`src/rtl/tour_cmd_sequencer.sv`:
```
// tour_cmd_sequencer
// Replays the knight's-tour solver's 24 one-hot moves as pairs of movement
// commands (vertical leg, then horizontal leg) to the command processor.
// Outside a tour, UART commands pass straight through to the same port.
//
// Handshake: a command is offered with cmd_rdy=1 and cmd stable. It is taken
// on the edge where clr_cmd_rdy=1. The sequencer then drops cmd_rdy and
// waits for send_resp, which marks the end of execution. send_resp is ignored
// while a command is offered, and clr_cmd_rdy is ignored while waiting.
module tour_cmd_sequencer (
  input  logic        clk,
  input  logic        rst_n,
  input  logic        start_tour,
  input  logic [7:0]  move,
  output logic [4:0]  mv_indx,
  input  logic [15:0] cmd_UART,
  input  logic        cmd_rdy_UART,
  output logic        clr_cmd_rdy_UART,
  output logic [15:0] cmd,
  output logic        cmd_rdy,
  input  logic        clr_cmd_rdy,
  input  logic        send_resp,
  output logic [7:0]  resp,
  output logic        tour_active,
  output logic        tour_err,
  output logic [2:0]  dbg_state
);

  typedef enum logic [2:0] {
    IDLE      = 3'd0,
    VERT      = 3'd1,
    VERT_WAIT = 3'd2,
    HORZ      = 3'd3,
    HORZ_WAIT = 3'd4
  } state_t;

  localparam logic [4:0]  LAST_INDX   = 5'd23;
  localparam logic [3:0]  OP_MOVE     = 4'b0010;
  localparam logic [3:0]  OP_FANFARE  = 4'b0011;
  localparam logic [7:0]  HEAD_NORTH  = 8'h00;
  localparam logic [7:0]  HEAD_WEST   = 8'h3F;
  localparam logic [7:0]  HEAD_SOUTH  = 8'h7F;
  localparam logic [7:0]  HEAD_EAST   = 8'hBF;
  localparam logic [7:0]  RESP_FINAL  = 8'hA5;
  localparam logic [7:0]  RESP_INTER  = 8'h5A;

  state_t      state;
  state_t      state_nxt;
  logic [4:0]  mv_indx_nxt;

  logic        dx_pos;
  logic        dy_pos;
  logic [1:0]  dx_mag;
  logic [1:0]  dy_mag;
  logic        move_ok;
  logic        last_move;
  logic [15:0] vert_cmd;
  logic [15:0] horz_cmd;

  // Decode the one-hot move into signed leg lengths (sign flag + magnitude).
  always_comb begin
    dx_pos = 1'b0;
    dy_pos = 1'b0;
    dx_mag = 2'd0;
    dy_mag = 2'd0;
    unique case (move)
      8'h01: begin dx_pos = 1'b1; dx_mag = 2'd1; dy_pos = 1'b1; dy_mag = 2'd2; end
      8'h02: begin dx_pos = 1'b0; dx_mag = 2'd1; dy_pos = 1'b1; dy_mag = 2'd2; end
      8'h04: begin dx_pos = 1'b0; dx_mag = 2'd2; dy_pos = 1'b1; dy_mag = 2'd1; end
      8'h08: begin dx_pos = 1'b0; dx_mag = 2'd2; dy_pos = 1'b0; dy_mag = 2'd1; end
      8'h10: begin dx_pos = 1'b0; dx_mag = 2'd1; dy_pos = 1'b0; dy_mag = 2'd2; end
      8'h20: begin dx_pos = 1'b1; dx_mag = 2'd1; dy_pos = 1'b0; dy_mag = 2'd2; end
      8'h40: begin dx_pos = 1'b1; dx_mag = 2'd2; dy_pos = 1'b0; dy_mag = 2'd1; end
      8'h80: begin dx_pos = 1'b1; dx_mag = 2'd2; dy_pos = 1'b1; dy_mag = 2'd1; end
      default: begin end
    endcase
  end

  assign move_ok   = $onehot(move);
  assign last_move = (mv_indx == LAST_INDX);
  assign vert_cmd  = {OP_MOVE,    (dy_pos ? HEAD_NORTH : HEAD_SOUTH), 2'b00, dy_mag};
  assign horz_cmd  = {OP_FANFARE, (dx_pos ? HEAD_EAST  : HEAD_WEST),  2'b00, dx_mag};

  // State and move index registers; reset abandons any tour in progress.
  always_ff @(posedge clk or negedge rst_n) begin
    if (!rst_n) begin
      state   <= IDLE;
      mv_indx <= 5'd0;
    end else begin
      state   <= state_nxt;
      mv_indx <= mv_indx_nxt;
    end
  end

  // Next-state logic and command port muxing (UART passthrough in IDLE).
  always_comb begin
    state_nxt        = state;
    mv_indx_nxt      = mv_indx;
    cmd              = 16'h0000;
    cmd_rdy          = 1'b0;
    clr_cmd_rdy_UART = 1'b0;
    resp             = RESP_INTER;
    tour_err         = 1'b0;
    unique case (state)
      IDLE: begin
        cmd              = cmd_UART;
        cmd_rdy          = cmd_rdy_UART;
        clr_cmd_rdy_UART = clr_cmd_rdy;
        resp             = RESP_FINAL;
        if (start_tour) begin
          mv_indx_nxt = 5'd0;
          state_nxt   = VERT;
        end
      end
      VERT: begin
        if (!move_ok) begin
          tour_err  = 1'b1;
          state_nxt = IDLE;
        end else begin
          cmd     = vert_cmd;
          cmd_rdy = 1'b1;
          if (clr_cmd_rdy) state_nxt = VERT_WAIT;
        end
      end
      VERT_WAIT: begin
        cmd = vert_cmd;
        if (send_resp) state_nxt = HORZ;
      end
      HORZ: begin
        cmd     = horz_cmd;
        cmd_rdy = 1'b1;
        if (clr_cmd_rdy) state_nxt = HORZ_WAIT;
      end
      HORZ_WAIT: begin
        cmd = horz_cmd;
        if (last_move) resp = RESP_FINAL;
        if (send_resp) begin
          if (last_move) begin
            state_nxt = IDLE;
          end else begin
            mv_indx_nxt = mv_indx + 5'd1;
            state_nxt   = VERT;
          end
        end
      end
      default: state_nxt = IDLE;
    endcase
  end

  assign tour_active = (state != IDLE);
  assign dbg_state   = state;

endmodule

```
`config.mk`:
```
export PLATFORM = sky130hd
export DESIGN_NAME = tour_cmd_sequencer
export DESIGN_NICKNAME = d
export VERILOG_FILES = /design/src/rtl/tour_cmd_sequencer.sv
export SDC_FILE = /design/constraint.sdc
export NUM_CORES = 1
export LEC_CHECK = 0
export ABC_CLOCK_PERIOD_IN_PS = 4800
export BUFFER_PORTS_ARGS = -buffer_cell sky130_fd_sc_hd__buf_2
export CORE_UTILIZATION = 43
export CTS_BUF_LIST = sky130_fd_sc_hd__clkbuf_16
export CTS_CLUSTER_DIAMETER = 60
export DETAILED_ROUTE_END_ITERATION = 10
export GPL_TIMING_DRIVEN = 1
export PLACE_DENSITY = 0.79
export SETUP_SLACK_MARGIN = 0.4
export SYNTH_ARGS = -nofsm -noshare
export SYNTH_HDL_FRONTEND = slang
export SYNTH_SLANG_ARGS = --single-unit
```
`constraint.sdc`:
```
create_clock -name clk -period 4.8 [get_ports clk]
set_clock_uncertainty 0.2 [all_clocks]
set_input_delay 0.24 -clock clk [delete_from_list [all_inputs] [get_ports clk]]
set_output_delay 0.24 -clock clk [all_outputs]
set_load 0.01 [all_outputs]
```
==> impl_metrics.toml, run 1 <==
[run_status]
status = "finished, final reports clean"

[placement]
port_buffers = 65
post-place-ws_ns = 0.6461
dp_hpwl_mm = 2.268
place_congestion = 0.8298

[synth]
synth_cells = 146
yosys_warnings = 0
synthXorXnorAreaFrac_pct = 3.171
syn_area_per_cell_um2 = 7.567
synth_top_area_share_pct = 18.12
synth_edf_count = 0
yosys.area_share.simple_pct = 26.27
synthTopCellsByArea = "dfrtp_1 (18%), ha_1 (7.9%), fa_1 (7.2%), nand2_1 (7.1%), a21oi_1 (6.8%)"
ys_top_cells_by_count = "nand2_1 (21), inv_1 (16), a21oi_1 (15), dfrtp_1 (8), ha_1 (7)"
yosysTopAreaCell = "dfrtp_1"
ys.flop_type = "dfrtp_1"
synthMuxAreaShare_pct = 0
yosysMostFrequentCell = "nand2_1"
synthDistinctLibCells = 38
synth_nets = 187
async_flop_share_pct = 100.0
ys_seq_area_share_pct = 18.12
synth_top_family_by_area = "simple AND/OR/NAND/NOR gates"
ys_ff_latch = 8
synth_compound_area_share_pct = 25.37
synth-adder-area-share_pct = 15.18
syn_area_um2 = 1105

[detailed_routing]
wl_per_cell_um = 12.35
drt.antenna.violating_nets = 0
drc = 0
drt-total-wl_mm = 2.891
drt_first_iter_violations = 23
dr.pass1.iters = 4
vias = 1251
routed_via_density = 5.346

[floorplanning]
die_width_um = 52.69
start_util_pct = 45.01
fp-row-count = 18
fp.dieH_um = 52.69
boundaryPins = 66
die_area_um2 = 2776
core_um2 = 2455

[finish]
nNetsFinal = 247
area_growth_pct = 35.22
n_antenna_cell = 0
drive_gt1_share_pct = 35.29

[timing]
finalHoldViolCount = 0
post-route-worst-setup-slack_ns = 0.6336
maxSlewViolCount = 0
final.min_clock_period_ns = 4.166
setup_tns_ns = 0
setup_violations = 0
max-slew-margin-rel_pct = 66.04
hold-worst-slack_ns = 0.05355
rsz0062_at_grt = "false"
fmax_mhz = 240.0
period_share_pct = 86.80
tightest_slew_ns = 0.5095

[run]
maxCapViolations = 0

[global_route]
grt.overflow.total = 0
grt_max_degree = 23
grt_pass1_wl_mm = 4.360
track_usage_pct = 21.28
antenna_found_initial = 0
grt_pass1_vias = 1033

[power_and_ir_drop]
peakVddDrop_uv = 394.0
p_clk_share_pct = 17.6
power_frac_comb_pct = 68.5
power_density_nw_per_um2 = 530.7
p_int_mw = 0.4140
finalPower_mw = 0.7928
switchingPower_mw = 0.3788
seq_power_share_pct = 13.9
p_leak_nw = 0.8312
switching_share_pct = 47.78

[cts]
clk_path_buf_depth = 2
numCtsBuffers = 3
cts_tree = "yes"
clkLatencyLatePin_ns = 0.23
clockRootBuffer = "clkbuf_16"
clock-sinks = 8
postCtsResizedCells = 0
clkTransAtPathRegs_ns = 0.04
cts-htree-levels = 1

[critical_path]
start_kind = "input port"
end_kind = "output port"
cp.arrival_ns = 3.73
worstPathMaxFanout = 4
path_class = "in2out"
cp.required_ns = 4.36

[worst_hold_path]
hp-class = "in2reg"
flip-flops by register name (all words and copies together) (netlist names):
register	cells
dbg_state	3
mv_indx	5
area by class of cell:
cell class              count  area [um^2]
clock buffers               3        75.07
flip-flops and latches      8        200.2
fillers                   239        960.9
inverters                  16        60.06
multi-input cells         110        778.2
repair buffers             67        342.8
well taps                  30        37.54
timing repair:
item,in CTS,in global routing
endpoints found under the setup margin,0,0
hold buffers,1,0
hold endpoints to repair,8,0
buffers inserted,0,0
logic make-up (layout without fill, tap and decap cells):
| family | count (synthesis) | after routing |
|---|---|---|
| DFF | 8 | 8 |
| AOI/OAI and AO/OA | 38 | 38 |
| adders and majority gates | 11 | 11 |
| buffers and inverters | 28 | 86 |
| and+or+nand+nor | 57 | 57 |
| xor gates and xnor gates | 4 | 4 |
power groups by stage:
stage / clock, mW / sequential (mW) / combinational [mW]
floorplan: 0 / 0.0945 / 0.397
global placement: 0 / 0.111 / 0.539
detailed placement: 0 / 0.112 / 0.545
CTS: 0.142 / 0.111 / 0.547
global route: 0.145 / 0.115 / 0.613
finish: 0.139 / 0.110 / 0.543
through the flow:
stage | util (%) | std cells | cell area, um^2
detailed placement | 57.39 | 230 | 1409
floorplan | - | 146 | 1105
global placement | 57.39 | 230 | 1409
CTS | 60.86 | 234 | 1494
finish | 60.86 | 234 | 1494
global route | 60.86 | 234 | 1494
routing by layer:
layer  wire, um  vias to the layer above  GRT usage (%)
li1           -                      629              -
met4         29                        0          6.579
met2       1448                       41          37.55
met3        154                        4          1.739
met1       1259                      577          27.02
met5          0                        -              0
final timing paths:
path                               from            to  slack, ns  depth (start not counted)
hold reg to reg              mv_indx[1]    mv_indx[1]       0.33                          2
hold / removal              clr_cmd_rdy  dbg_state[0]       0.05                          2
setup reg to reg           dbg_state[1]    mv_indx[0]       2.95                          5
max in group asynchronous         rst_n  dbg_state[0]       4.03                          2
min in group asynchronous         rst_n    mv_indx[4]       0.20                          2
setup / recovery                move[3]        cmd[1]       0.63                         14
critical path, stage by stage:
cell and delay (ns):
buf_2 0.11, inv_1 0.12, fa_1 0.45, fa_1 0.53, fa_1 0.41, inv_1 0.07, ha_1 0.16, inv_1 0.05
fa_1 0.37, a211o_1 0.32, a2111oi_4 0.43, o211ai_1 0.14, o211ai_1 0.15, buf_2 0.17
placed cells by master, fill, tap and decap left out, types with 2 or more instances in the layout:
| cell type | n |
|---|---|
| buf_2 | 65 |
| nand2_1 | 21 |
| inv_1 | 16 |
| a21oi_1 | 15 |
| dfrtp_1 | 8 |
| ha_1 | 7 |
| nor2_1 | 6 |
| nor3_1 | 5 |
| and2_1 | 5 |
| xor2_1 | 4 |
| nand3_1 | 4 |
| fa_1 | 4 |
| o211ai_1 | 3 |
| nor2b_1 | 3 |
| o21ai_0 | 3 |
| clkbuf_16 | 3 |
| nor3b_1 | 2 |
| nand3b_1 | 2 |
| nand4_1 | 2 |
| a21o_1 | 2 |
| nor4_1 | 2 |
| o31ai_1 | 2 |
| a221o_1 | 2 |
| a32o_1 | 2 |
Power figures use the tool's default switching activity.
==> inputs of run 2 (changes only) <==
==> constraint.sdc (replaced) <==
create_clock -name clk -period 4.8 [get_ports clk]
set_clock_uncertainty 0.2 [all_clocks]
set_input_delay 0.96 -clock clk [delete_from_list [all_inputs] [get_ports clk]]
set_output_delay 0.96 -clock clk [all_outputs]
set_load 0.01 [all_outputs]
==> run 2 against run 1 <==
The flow now finishes with violations (setup timing). Flip-flop and latch count is the same. Largest power group unchanged. Combinational power grew 6.6%. Register-to-register slack worse by 0.60 ns. Cell count grew 4.3%. Sequential share of layout area decreased by 0.99 points.
==> impl_metrics.toml, run 2 (synthesis gave the netlist of run 1 again) <==
[run_status]
status = "finished, violations left"
violations = "setup timing"

[worst_hold_path]
hp-class = "reg2reg"

[cts]
clkLatencyLatePin_ns = 0.23
clk_path_buf_depth = 2
cts-htree-levels = 1
clock-sinks = 8
cts_hold_buf = 0
clkTransAtPathRegs_ns = 0.03
cts_tree = "yes"
clockRootBuffer = "clkbuf_16"
numCtsBuffers = 3

[floorplanning]
core_um2 = 2455
die_area_um2 = 2776
fp-row-count = 18
fp.dieH_um = 52.69
die_width_um = 52.69
start_util_pct = 45.01
boundaryPins = 66

[global_route]
grt_max_degree = 23
track_usage_pct = 24.07
antenna_found_initial = 0
grt.overflow.total = 0
grt_pass1_wl_mm = 4.795
grt_pass1_vias = 1145

[detailed_routing]
dr.pass1.iters = 4
drt-total-wl_mm = 3.193
drc = 0
drt.antenna.violating_nets = 0
vias = 1322
drt_first_iter_violations = 51
routed_via_density = 5.418
wl_per_cell_um = 13.09

[placement]
port_buffers = 65
placed_area_um2 = 1509
place_congestion = 0.8241
dp_hpwl_mm = 2.552

[power_and_ir_drop]
power_density_nw_per_um2 = 513.9
p_leak_nw = 0.8893
peakVddDrop_uv = 407.3

[critical_path]
worstPathMaxFanout = 7
start_kind = "input port"
cp.required_ns = 3.64
cp.arrival_ns = 4.24
end_kind = "output port"
path_class = "in2out"

[finish]
multi_input_area_um2 = 790.8
seqCellArea_um2 = 200.2
final_cell_mix = "buf_2 (63), nand2_1 (21), a21oi_1 (15)"
area_growth_pct = 45.98
largest_register_ffs = 5
fin_area_um2 = 1613
n_antenna_cell = 0
layout_commonest_cell = "buf_2"
drive_gt1_share_pct = 42.52
nNetsFinal = 257
fillers = 218
regMostFlops = "mv_indx"
final_util_pct = 65.70

[timing]
period_share_pct = 112.5
rsz0062_at_grt = "true"
max-slew-margin-rel_pct = 22.59
finalHoldViolCount = 0
setup_violations = 12
fmax_mhz = 185.2
post-route-worst-setup-slack_ns = -0.6003
setup_tns_ns = -6.627
tightest_slew_ns = 1.155
final.min_clock_period_ns = 5.400
maxSlewViolCount = 0

[run]
maxCapViolations = 0
-- run 2: cell count changes in the layout (fill, tap and decap cells not counted), moves of 2 or more --
cell     previous run  this run
o21ai_2             0         2
buf_4               1        12
buf_2              65        63
inv_2               0         3
inv_1              16        12
-- run 2: repair_timing --
item	4_1_cts	5_1_grt
setup buffers	1	0
gates resized for setup	5	0
setup endpoints to repair	12	13
pin swaps	4	0
-- run 2: layout make-up --
| class | instances | share of cell area [%] |
|---|---|---|
| Multi-Input combinational cell | 110 | 49.03 |
| Timing Repair Buffer | 77 | 27.08 |
| Tap cell | 30 | 2.327 |
| Sequential cell | 8 | 12.41 |
| Inverter | 16 | 4.500 |
| Clock buffer | 3 | 4.655 |
-- run 2: report_power, final --
part | leakage [nW] | total, mW | internal (mW) | switching (mW)
sequential | 0.110 | 0.111 | 0.0779 | 0.0327
clock | 0.0370 | 0.139 | 0.107 | 0.0318
combinational | 0.743 | 0.579 | 0.244 | 0.335
-- run 2: stage by stage --
step	cells	total power [mW]	setup slack (ns)	hold WS [ns]
2_1_floorplan	146	0.4999	-0.2779	0.3486
3_3_place_gp	240	0.6629	-0.6590	0.3123
3_5_place_dp	240	0.6797	-0.7399	0.3310
4_1_cts	244	0.8278	-0.5932	0.3403
5_1_grt	244	0.8964	-0.7582	0.3722
6_report	244	0.8288	-0.6003	0.3381
-- run 2: path summary, 6_finish.rpt --
path / endpoint / cells after the start / slack (ns) / start
worst max-delay path: cmd[7] / 14 / -0.60 / move[0]
worst min-delay path: mv_indx[1] / 2 / 0.34 / mv_indx[1]
worst max register to register: mv_indx[0] / 4 / 2.35 / dbg_state[1]
worst min register to register: mv_indx[1] / 2 / 0.34 / mv_indx[1]
max in group asynchronous: dbg_state[0] / 1 / 3.87 / rst_n
min in group asynchronous: mv_indx[4] / 1 / 0.36 / rst_n
-- run 2: critical path, stage by stage --
cell and delay, ns:
buf_12 0.09, inv_12 0.03, fa_1 0.55, fa_1 0.43, fa_1 0.44, inv_1 0.07, ha_2 0.18, inv_2 0.04
fa_2 0.34, a211o_1 0.28, a2111oi_4 0.39, o22ai_2 0.19, nand2_1 0.12, buf_2 0.13
-- run 2: per-layer routing --
layer / vias up / wire length [um] / track usage, %
met4: 0 / 63 / 12.72
met2: 52 / 1728 / 43.46
met3: 7 / 175 / 4.348
li1: 645 / - / -
met1: 618 / 1225 / 26.19
met5: - / 0 / 0
